File: config.mk
export PLATFORM = sky130hd
export DESIGN_NAME = instr_decode_stage
export DESIGN_NICKNAME = d
export VERILOG_FILES = /design/src/rtl/alu_pkg.sv /design/src/rtl/instr_field_decode.sv /design/src/rtl/instr_decode_stage.sv
export SDC_FILE = /design/constraint.sdc
export NUM_CORES = 1
export LEC_CHECK = 0
export BUFFER_PORTS_ARGS = -buffer_cell sky130_fd_sc_hd__buf_4
export CAP_MARGIN = 15
export CORE_ASPECT_RATIO = 1.75
export CORE_MARGIN = 2
export CORE_UTILIZATION = 40
export CTS_CLUSTER_DIAMETER = 100
export DETAILED_ROUTE_END_ITERATION = 7
export SLEW_MARGIN = 20
export SYNTH_ARGS = -nofsm -noshare
export SYNTH_HDL_FRONTEND = slang
export SYNTH_SLANG_ARGS = --single-unit
File: constraint.sdc
create_clock -name clk -period 2.1 [get_ports clk]
set_clock_uncertainty 0.1 [all_clocks]
set_input_delay 0.21 -clock clk [delete_from_list [all_inputs] [get_ports clk]]
set_output_delay 0.21 -clock clk [all_outputs]
set_load 0.02 [all_outputs]
File: src/rtl/alu_pkg.sv
// Shared op-code, instruction-type and decoded-field definitions for the
// decode stage and alu_control.
package alu_pkg;

    localparam int WIDTH_INSTR      = 16;
    localparam int WIDTH_OP_CODE    = 4;
    localparam int WIDTH_INSTR_TYPE = 1;
    localparam int WIDTH_REG_IDX    = 4;
    localparam int WIDTH_DATA       = 16;
    localparam int WIDTH_COUNT      = 16;

    localparam logic [WIDTH_OP_CODE-1:0] OP_REG   = 4'b0000;
    localparam logic [WIDTH_OP_CODE-1:0] OP_AND   = 4'b0001;
    localparam logic [WIDTH_OP_CODE-1:0] OP_OR    = 4'b0010;
    localparam logic [WIDTH_OP_CODE-1:0] OP_XOR   = 4'b0011;
    localparam logic [WIDTH_OP_CODE-1:0] OP_LSH   = 4'b0100;
    localparam logic [WIDTH_OP_CODE-1:0] OP_ADD   = 4'b0101;
    localparam logic [WIDTH_OP_CODE-1:0] OP_ADDU  = 4'b0110;
    localparam logic [WIDTH_OP_CODE-1:0] OP_ALSHU = 4'b0110;
    localparam logic [WIDTH_OP_CODE-1:0] OP_ADDC  = 4'b0111;
    localparam logic [WIDTH_OP_CODE-1:0] OP_SHIFT = 4'b1000;
    localparam logic [WIDTH_OP_CODE-1:0] OP_SUB   = 4'b1001;
    localparam logic [WIDTH_OP_CODE-1:0] OP_SUBC  = 4'b1010;
    localparam logic [WIDTH_OP_CODE-1:0] OP_CMP   = 4'b1011;

    localparam logic [WIDTH_INSTR_TYPE-1:0] INSTR_TYPE_STATIC = 1'b0;
    localparam logic [WIDTH_INSTR_TYPE-1:0] INSTR_TYPE_SHIFT  = 1'b1;

    typedef struct packed {
        logic [WIDTH_OP_CODE-1:0]    op_code;
        logic [WIDTH_INSTR_TYPE-1:0] instr_type;
        logic [WIDTH_REG_IDX-1:0]    rdest;
        logic [WIDTH_REG_IDX-1:0]    rsrc;
        logic [WIDTH_DATA-1:0]       imm;
        logic                        use_imm;
        logic                        illegal;
    } dec_fields_t;

    function automatic logic is_alu_code(input logic [WIDTH_OP_CODE-1:0] code);
        case (code)
            OP_AND, OP_OR, OP_XOR, OP_ADD, OP_ADDU, OP_ADDC,
            OP_SUB, OP_SUBC, OP_CMP: is_alu_code = 1'b1;
            default:                 is_alu_code = 1'b0;
        endcase
    endfunction

    // Arithmetic immediates are signed; logical ones and ADDU are unsigned.
    function automatic logic is_signed_imm(input logic [WIDTH_OP_CODE-1:0] code);
        case (code)
            OP_ADD, OP_ADDC, OP_SUB, OP_SUBC, OP_CMP: is_signed_imm = 1'b1;
            default:                                  is_signed_imm = 1'b0;
        endcase
    endfunction

endpackage

File: src/rtl/instr_field_decode.sv
// Combinational split of a CR16-style instruction word into decoded fields
// plus a legality flag; illegal words yield all-zero fields with illegal set.
module instr_field_decode
    import alu_pkg::*;
(
    input  logic [WIDTH_INSTR-1:0] instr,
    output dec_fields_t            fields,
    output logic                   legal
);

    logic [WIDTH_OP_CODE-1:0] op_s;
    logic [WIDTH_OP_CODE-1:0] ext_s;

    assign op_s  = instr[15:12];
    assign ext_s = instr[7:4];

    // Field extraction and legality check.
    always_comb begin
        fields            = '0;
        legal             = 1'b0;
        fields.instr_type = INSTR_TYPE_STATIC;
        fields.rdest      = instr[11:8];
        fields.rsrc       = instr[3:0];
        if (op_s == OP_REG) begin
            legal          = is_alu_code(ext_s);
            fields.op_code = ext_s;
        end else if (is_alu_code(op_s)) begin
            legal          = 1'b1;
            fields.op_code = op_s;
            fields.use_imm = 1'b1;
            if (is_signed_imm(op_s)) begin
                fields.imm = {{(WIDTH_DATA-8){instr[7]}}, instr[7:0]};
            end else begin
                fields.imm = {{(WIDTH_DATA-8){1'b0}}, instr[7:0]};
            end
        end else if (op_s == OP_SHIFT) begin
            fields.instr_type = INSTR_TYPE_SHIFT;
            if ((ext_s == OP_LSH) || (ext_s == OP_ALSHU)) begin
                legal          = 1'b1;
                fields.op_code = ext_s;
            end else if (ext_s[3:1] == 3'b000) begin
                legal          = 1'b1;
                fields.op_code = OP_LSH;
                fields.use_imm = 1'b1;
                fields.imm     = {{(WIDTH_DATA-5){instr[4]}}, instr[4:0]};
            end else begin
                legal = 1'b0;
            end
        end else begin
            legal = 1'b0;
        end

        if (!legal) begin
            fields         = '0;
            fields.illegal = 1'b1;
        end else begin
            fields.illegal = 1'b0;
        end
    end

endmodule

File: src/rtl/instr_decode_stage.sv
// Decode stage: field decode feeding a two-entry skid buffer and a transfer
// counter. Define DECODE_ILLEGAL_FLAG_EN to forward illegal words flagged.
module instr_decode_stage
    import alu_pkg::*;
(
    input  logic                        clk,
    input  logic                        reset_n,
    input  logic                        flush,
    input  logic                        in_valid,
    output logic                        in_ready,
    input  logic [WIDTH_INSTR-1:0]      in_instr,
    output logic                        out_valid,
    input  logic                        out_ready,
    output logic [WIDTH_OP_CODE-1:0]    out_op_code,
    output logic [WIDTH_INSTR_TYPE-1:0] out_instr_type,
    output logic [WIDTH_REG_IDX-1:0]    out_rdest,
    output logic [WIDTH_REG_IDX-1:0]    out_rsrc,
    output logic [WIDTH_DATA-1:0]       out_imm,
    output logic                        out_use_imm,
    output logic                        out_illegal,
    output logic [WIDTH_COUNT-1:0]      decode_count
);

    localparam logic [WIDTH_COUNT-1:0] COUNT_ONE = {{(WIDTH_COUNT-1){1'b0}}, 1'b1};

    dec_fields_t dec_s;
    dec_fields_t enq_fields_s;
    logic        dec_legal_s;
    logic        accept_s;
    logic        enq_s;
    logic        xfer_s;

    dec_fields_t             main_d,       main_q;
    dec_fields_t             skid_d,       skid_q;
    logic                    main_valid_d, main_valid_q;
    logic                    skid_valid_d, skid_valid_q;
    logic                    in_ready_d,   in_ready_q;
    logic [WIDTH_COUNT-1:0]  count_d,      count_q;

    instr_field_decode u_field_decode (
        .instr  (in_instr),
        .fields (dec_s),
        .legal  (dec_legal_s)
    );

    assign accept_s = in_valid && in_ready_q;
    assign xfer_s   = main_valid_q && out_ready;

`ifdef DECODE_ILLEGAL_FLAG_EN
    assign enq_s        = accept_s && (dec_legal_s || dec_s.illegal);
    assign enq_fields_s = dec_s;
`else
    // Illegal words are consumed but never stored, so the stored flag stays 0.
    assign enq_s        = accept_s && dec_legal_s;
    always_comb begin
        enq_fields_s         = dec_s;
        enq_fields_s.illegal = 1'b0;
    end
`endif

    // Next-state for the main/skid entries, ready and transfer counter.
    always_comb begin
        main_d       = main_q;
        skid_d       = skid_q;
        main_valid_d = main_valid_q;
        skid_valid_d = skid_valid_q;
        count_d      = count_q;
        if (flush) begin
            main_valid_d = 1'b0;
            skid_valid_d = 1'b0;
        end else begin
            if (xfer_s) begin
                count_d = count_q + COUNT_ONE;
            end else begin
                count_d = count_q;
            end
            if (!main_valid_q) begin
                if (enq_s) begin
                    main_d       = enq_fields_s;
                    main_valid_d = 1'b1;
                end else begin
                    main_valid_d = 1'b0;
                end
            end else if (xfer_s) begin
                if (skid_valid_q) begin
                    main_d       = skid_q;
                    skid_valid_d = 1'b0;
                end else if (enq_s) begin
                    main_d = enq_fields_s;
                end else begin
                    main_valid_d = 1'b0;
                end
            end else begin
                if (enq_s) begin
                    skid_d       = enq_fields_s;
                    skid_valid_d = 1'b1;
                end else begin
                    skid_valid_d = skid_valid_q;
                end
            end
        end
        in_ready_d = !skid_valid_d;
    end

    // State registers with asynchronous clear.
    always_ff @(posedge clk or negedge reset_n) begin
        if (!reset_n) begin
            main_q       <= '0;
            skid_q       <= '0;
            main_valid_q <= 1'b0;
            skid_valid_q <= 1'b0;
            in_ready_q   <= 1'b1;
            count_q      <= '0;
        end else begin
            main_q       <= main_d;
            skid_q       <= skid_d;
            main_valid_q <= main_valid_d;
            skid_valid_q <= skid_valid_d;
            in_ready_q   <= in_ready_d;
            count_q      <= count_d;
        end
    end

    assign in_ready       = in_ready_q;
    assign out_valid      = main_valid_q;
    assign out_op_code    = main_q.op_code;
    assign out_instr_type = main_q.instr_type;
    assign out_rdest      = main_q.rdest;
    assign out_rsrc       = main_q.rsrc;
    assign out_imm        = main_q.imm;
    assign out_use_imm    = main_q.use_imm;
    assign out_illegal    = main_q.illegal;
    assign decode_count   = count_q;

endmodule

==> results.cfg <==
[routing]
route.detailed.drc = 0
via_count = 2592
drtIter0Drc = 132
drtAntennaViolNets = 0
avgRoutedWirePerCell_um = 16.7
avgViaCountPerCell = 5.34
drt-total-wl_um = 8120
drtPass1Iterations = 4

[synth]
ys_seq_elements = 73
netlist_area_um2 = 3310
ys.warnings.count = 0
async_reset_ff_share_pct = 100
synth_top_area_share_pct = 54.4
syn_nets = 316
synth_area_leaders = dfrtp_1 (54%), mux2_2 (4.1%), nand2_1 (3.7%)
ys_seq_area_share_pct = 55.2
ys.flop_type = dfrtp_1
avgSynthCellArea_um2 = 11.3
synth_top_area_cell = dfrtp_1
syn_inst = 294
synth-edff-count = 0
synthDistinctLibCells = 50

[clocking]
postCtsSetupBuffers = 0
cts_tree = built
cts_buffers = 9
clock-root-buffer = clkbuf_16
htree_levels = 3
cts.path.max_buffers = 2
cts.clk_slew.worst_paths_ns = 0.05
numClockSinks = 73
clk_latency_ns = 0.33

[grt]
antenna_found_initial = 0
grt_pass1_wl_um = 13100
grt_pass1_vias = 2679
grt_usage_pct = 18.7
grt_overflow = 0
grt_max_degree = 55

[die]
row_count = 43
die-height_um = 124
start_util_pct = 41.6
ios = 70
die_w_um = 72.8
die-area_um2 = 9050
core_um2 = 7960

[timing]
finalCritPeriodShare_pct = 103
finalSetupViolCount = 16
fin_crit_ns = 2.16
timing.fmax_mhz = 463
slew_headroom_pct = 72.3
finalHoldViolCount = 0
setup_ws_ns = -0.0602
maxSlewViolCount = 0
rsz0062_at_grt = yes
tightest_slew_ns = 0.415

[cells_and_area]
final_nets = 413
drive_gt1_share_pct = 41.5
instances_no_fill = 485
fin_area_um2 = 4560
syn_to_final_growth_pct = 37.8
utilization_pct = 57.3
antennaDiodeCount = 0

[power_and_ir_drop]
leakage_nw = 2.21
ir_worst_vdd_mv = 0.525
total_power_w = 0.00438
power_per_cell_area_nw_per_um2 = 961

[critical_path]
path_class = reg2reg
cp_data_arrival_time_ns = 2.27
startpoint_type = register
worst_setup_path_end_kind = register
worstPathRequired_ns = 2.21
critPathMaxFanout = 6

[placement]
dp.cells = 466
io_buffers = 69
dp_slack_ns = -0.0829
gp_congestion = 0.868
hpwlAfterDp_um = 5960
dpl_cell_area_um2 = 4140

[run]
cap_violations = 0

[run_status]
status = finished with violations
failed_checks = negative setup slack

[worst_hold_path]
min_path_type = in2reg
-- metal layers --
| layer | GRT usage (%) | vias up | share of wire (%) |
|---|---|---|---|
| met2 | 32.5 | 56 | 55 |
| met3 | 3.40 | 12 | 3.4 |
| met5 | 0 | - | 0 |
| li1 | - | 1252 | - |
| met1 | 21.9 | 1272 | 39 |
| met4 | 7.84 | 0 | 1.8 |
-- state kept, by name, summed over array words and instances, names as in the netlist, 4 cells and up --
register and cells:
decode_count 16, out_imm 16, out_op_code 4, out_rdest 4, out_rsrc 4, skid_q 23
-- Yosys cell counts, drive strengths merged (2+ instances only) --
| master | n |
|---|---|
| a21oi | 6 |
| nor2b | 2 |
| a31oi | 5 |
| mux2i | 6 |
| dfrtp | 72 |
| and2 | 4 |
| inv | 9 |
| a21o | 9 |
| mux2 | 13 |
| nand4 | 3 |
| a22oi | 3 |
| buf | 7 |
| xnor2 | 11 |
| or3 | 12 |
| nand2 | 33 |
| or4b | 2 |
| xor2 | 5 |
| nor2 | 10 |
| o221a | 9 |
| nand3b | 2 |
| and4 | 2 |
| o21ai | 20 |
| o221ai | 2 |
| a221o | 5 |
| nor3 | 7 |
| clkbuf | 9 |
| nand3 | 6 |
| nand2b | 2 |
| and3 | 6 |
-- metrics by stage --
| stage | TNS [ns] | hold WS, ns |
|---|---|---|
| floorplan | -1.70 | -0.186 |
| global placement | -1.02 | 0.00424 |
| detailed placement | -1.71 | 0.0100 |
| CTS | -0.195 | 0.0210 |
| global route | -0.889 | 0.0288 |
| finish | -0.523 | 0.0275 |
-- power by group --
| part | total, W | internal [W] | switching [W] | leakage (nW) |
|---|---|---|---|---|
| combinational | 0.000978 | 0.000488 | 0.000490 | 1.12 |
| clock | 0.00160 | 0.00106 | 0.000533 | 0.153 |
| sequential | 0.00181 | 0.00165 | 0.000158 | 0.938 |
| total | 0.00438 | 0.00320 | 0.00118 | 2.21 |
-- critical path, cell delays in order, from the launching register on --
cell and delay, ns:
dfstp_2 0.53, nand2_2 0.06, or4b_4 0.47, or3_4 0.42, clkbuf_16 0.19, mux2_2 0.27
-- final timing paths --
kind | startpoint | endpoint | slack [ns] | cells after the start
min in group asynchronous | reset_n | out_rdest[2] | 0.20 | 2
worst min-delay path | in_instr[9] | skid_q[23] | 0.03 | 2
worst max-delay path | in_ready | skid_q[22] | -0.06 | 5
worst min register to register | decode_count[15] | decode_count[15] | 0.37 | 1
max in group asynchronous | reset_n | in_ready | 1.09 | 3
worst max register to register | in_ready | skid_q[22] | -0.06 | 5
-- placed cells by master (no fill, tap or decap), types with 7 or more instances in the layout --
master / netlist / layout
buf_4: 1 / 93
dfrtp_1: 72 / 72
nand2_1: 33 / 29
mux2_2: 12 / 11
xnor2_1: 11 / 11
nor2_1: 10 / 10
or3_1: 11 / 10
o21ai_0: 19 / 10
clkbuf_16: 0 / 10
inv_1: 9 / 9
o221a_2: 9 / 9
a21o_2: 8 / 8
nor3_1: 7 / 7
-- cells by family (layout without fill, tap and decap cells) --
kind of cell | after synthesis | count (layout) | synth area share [%]
compound gates | 67 | 67 | 15.7
xor+xnor | 16 | 16 | 4.23
fa+ha+maj | 1 | 1 | 0.378
buf+inv | 25 | 126 | 3.55
flops | 73 | 73 | 55.2
mux | 19 | 19 | 6.35
simple gates | 93 | 93 | 14.6
-- cell type report --
cell class	instances	area [um2]
multi-input cells	196	1410
repair buffers	102	866
flip-flops and latches	73	1830
clock inverters	3	65.1
well taps	90	113
inverters	9	33.8
clock buffers	12	246
fillers	714	3400
-- timing repair --
action                     4_1_cts  5_1_grt
cloned                           1        1
hold buffers                     2        0
gates resized for setup          7       15
hold endpoints to repair        20        0
setup endpoints to repair       19       31
pin swaps                        1        0
(Power assumes the default switching activity.)
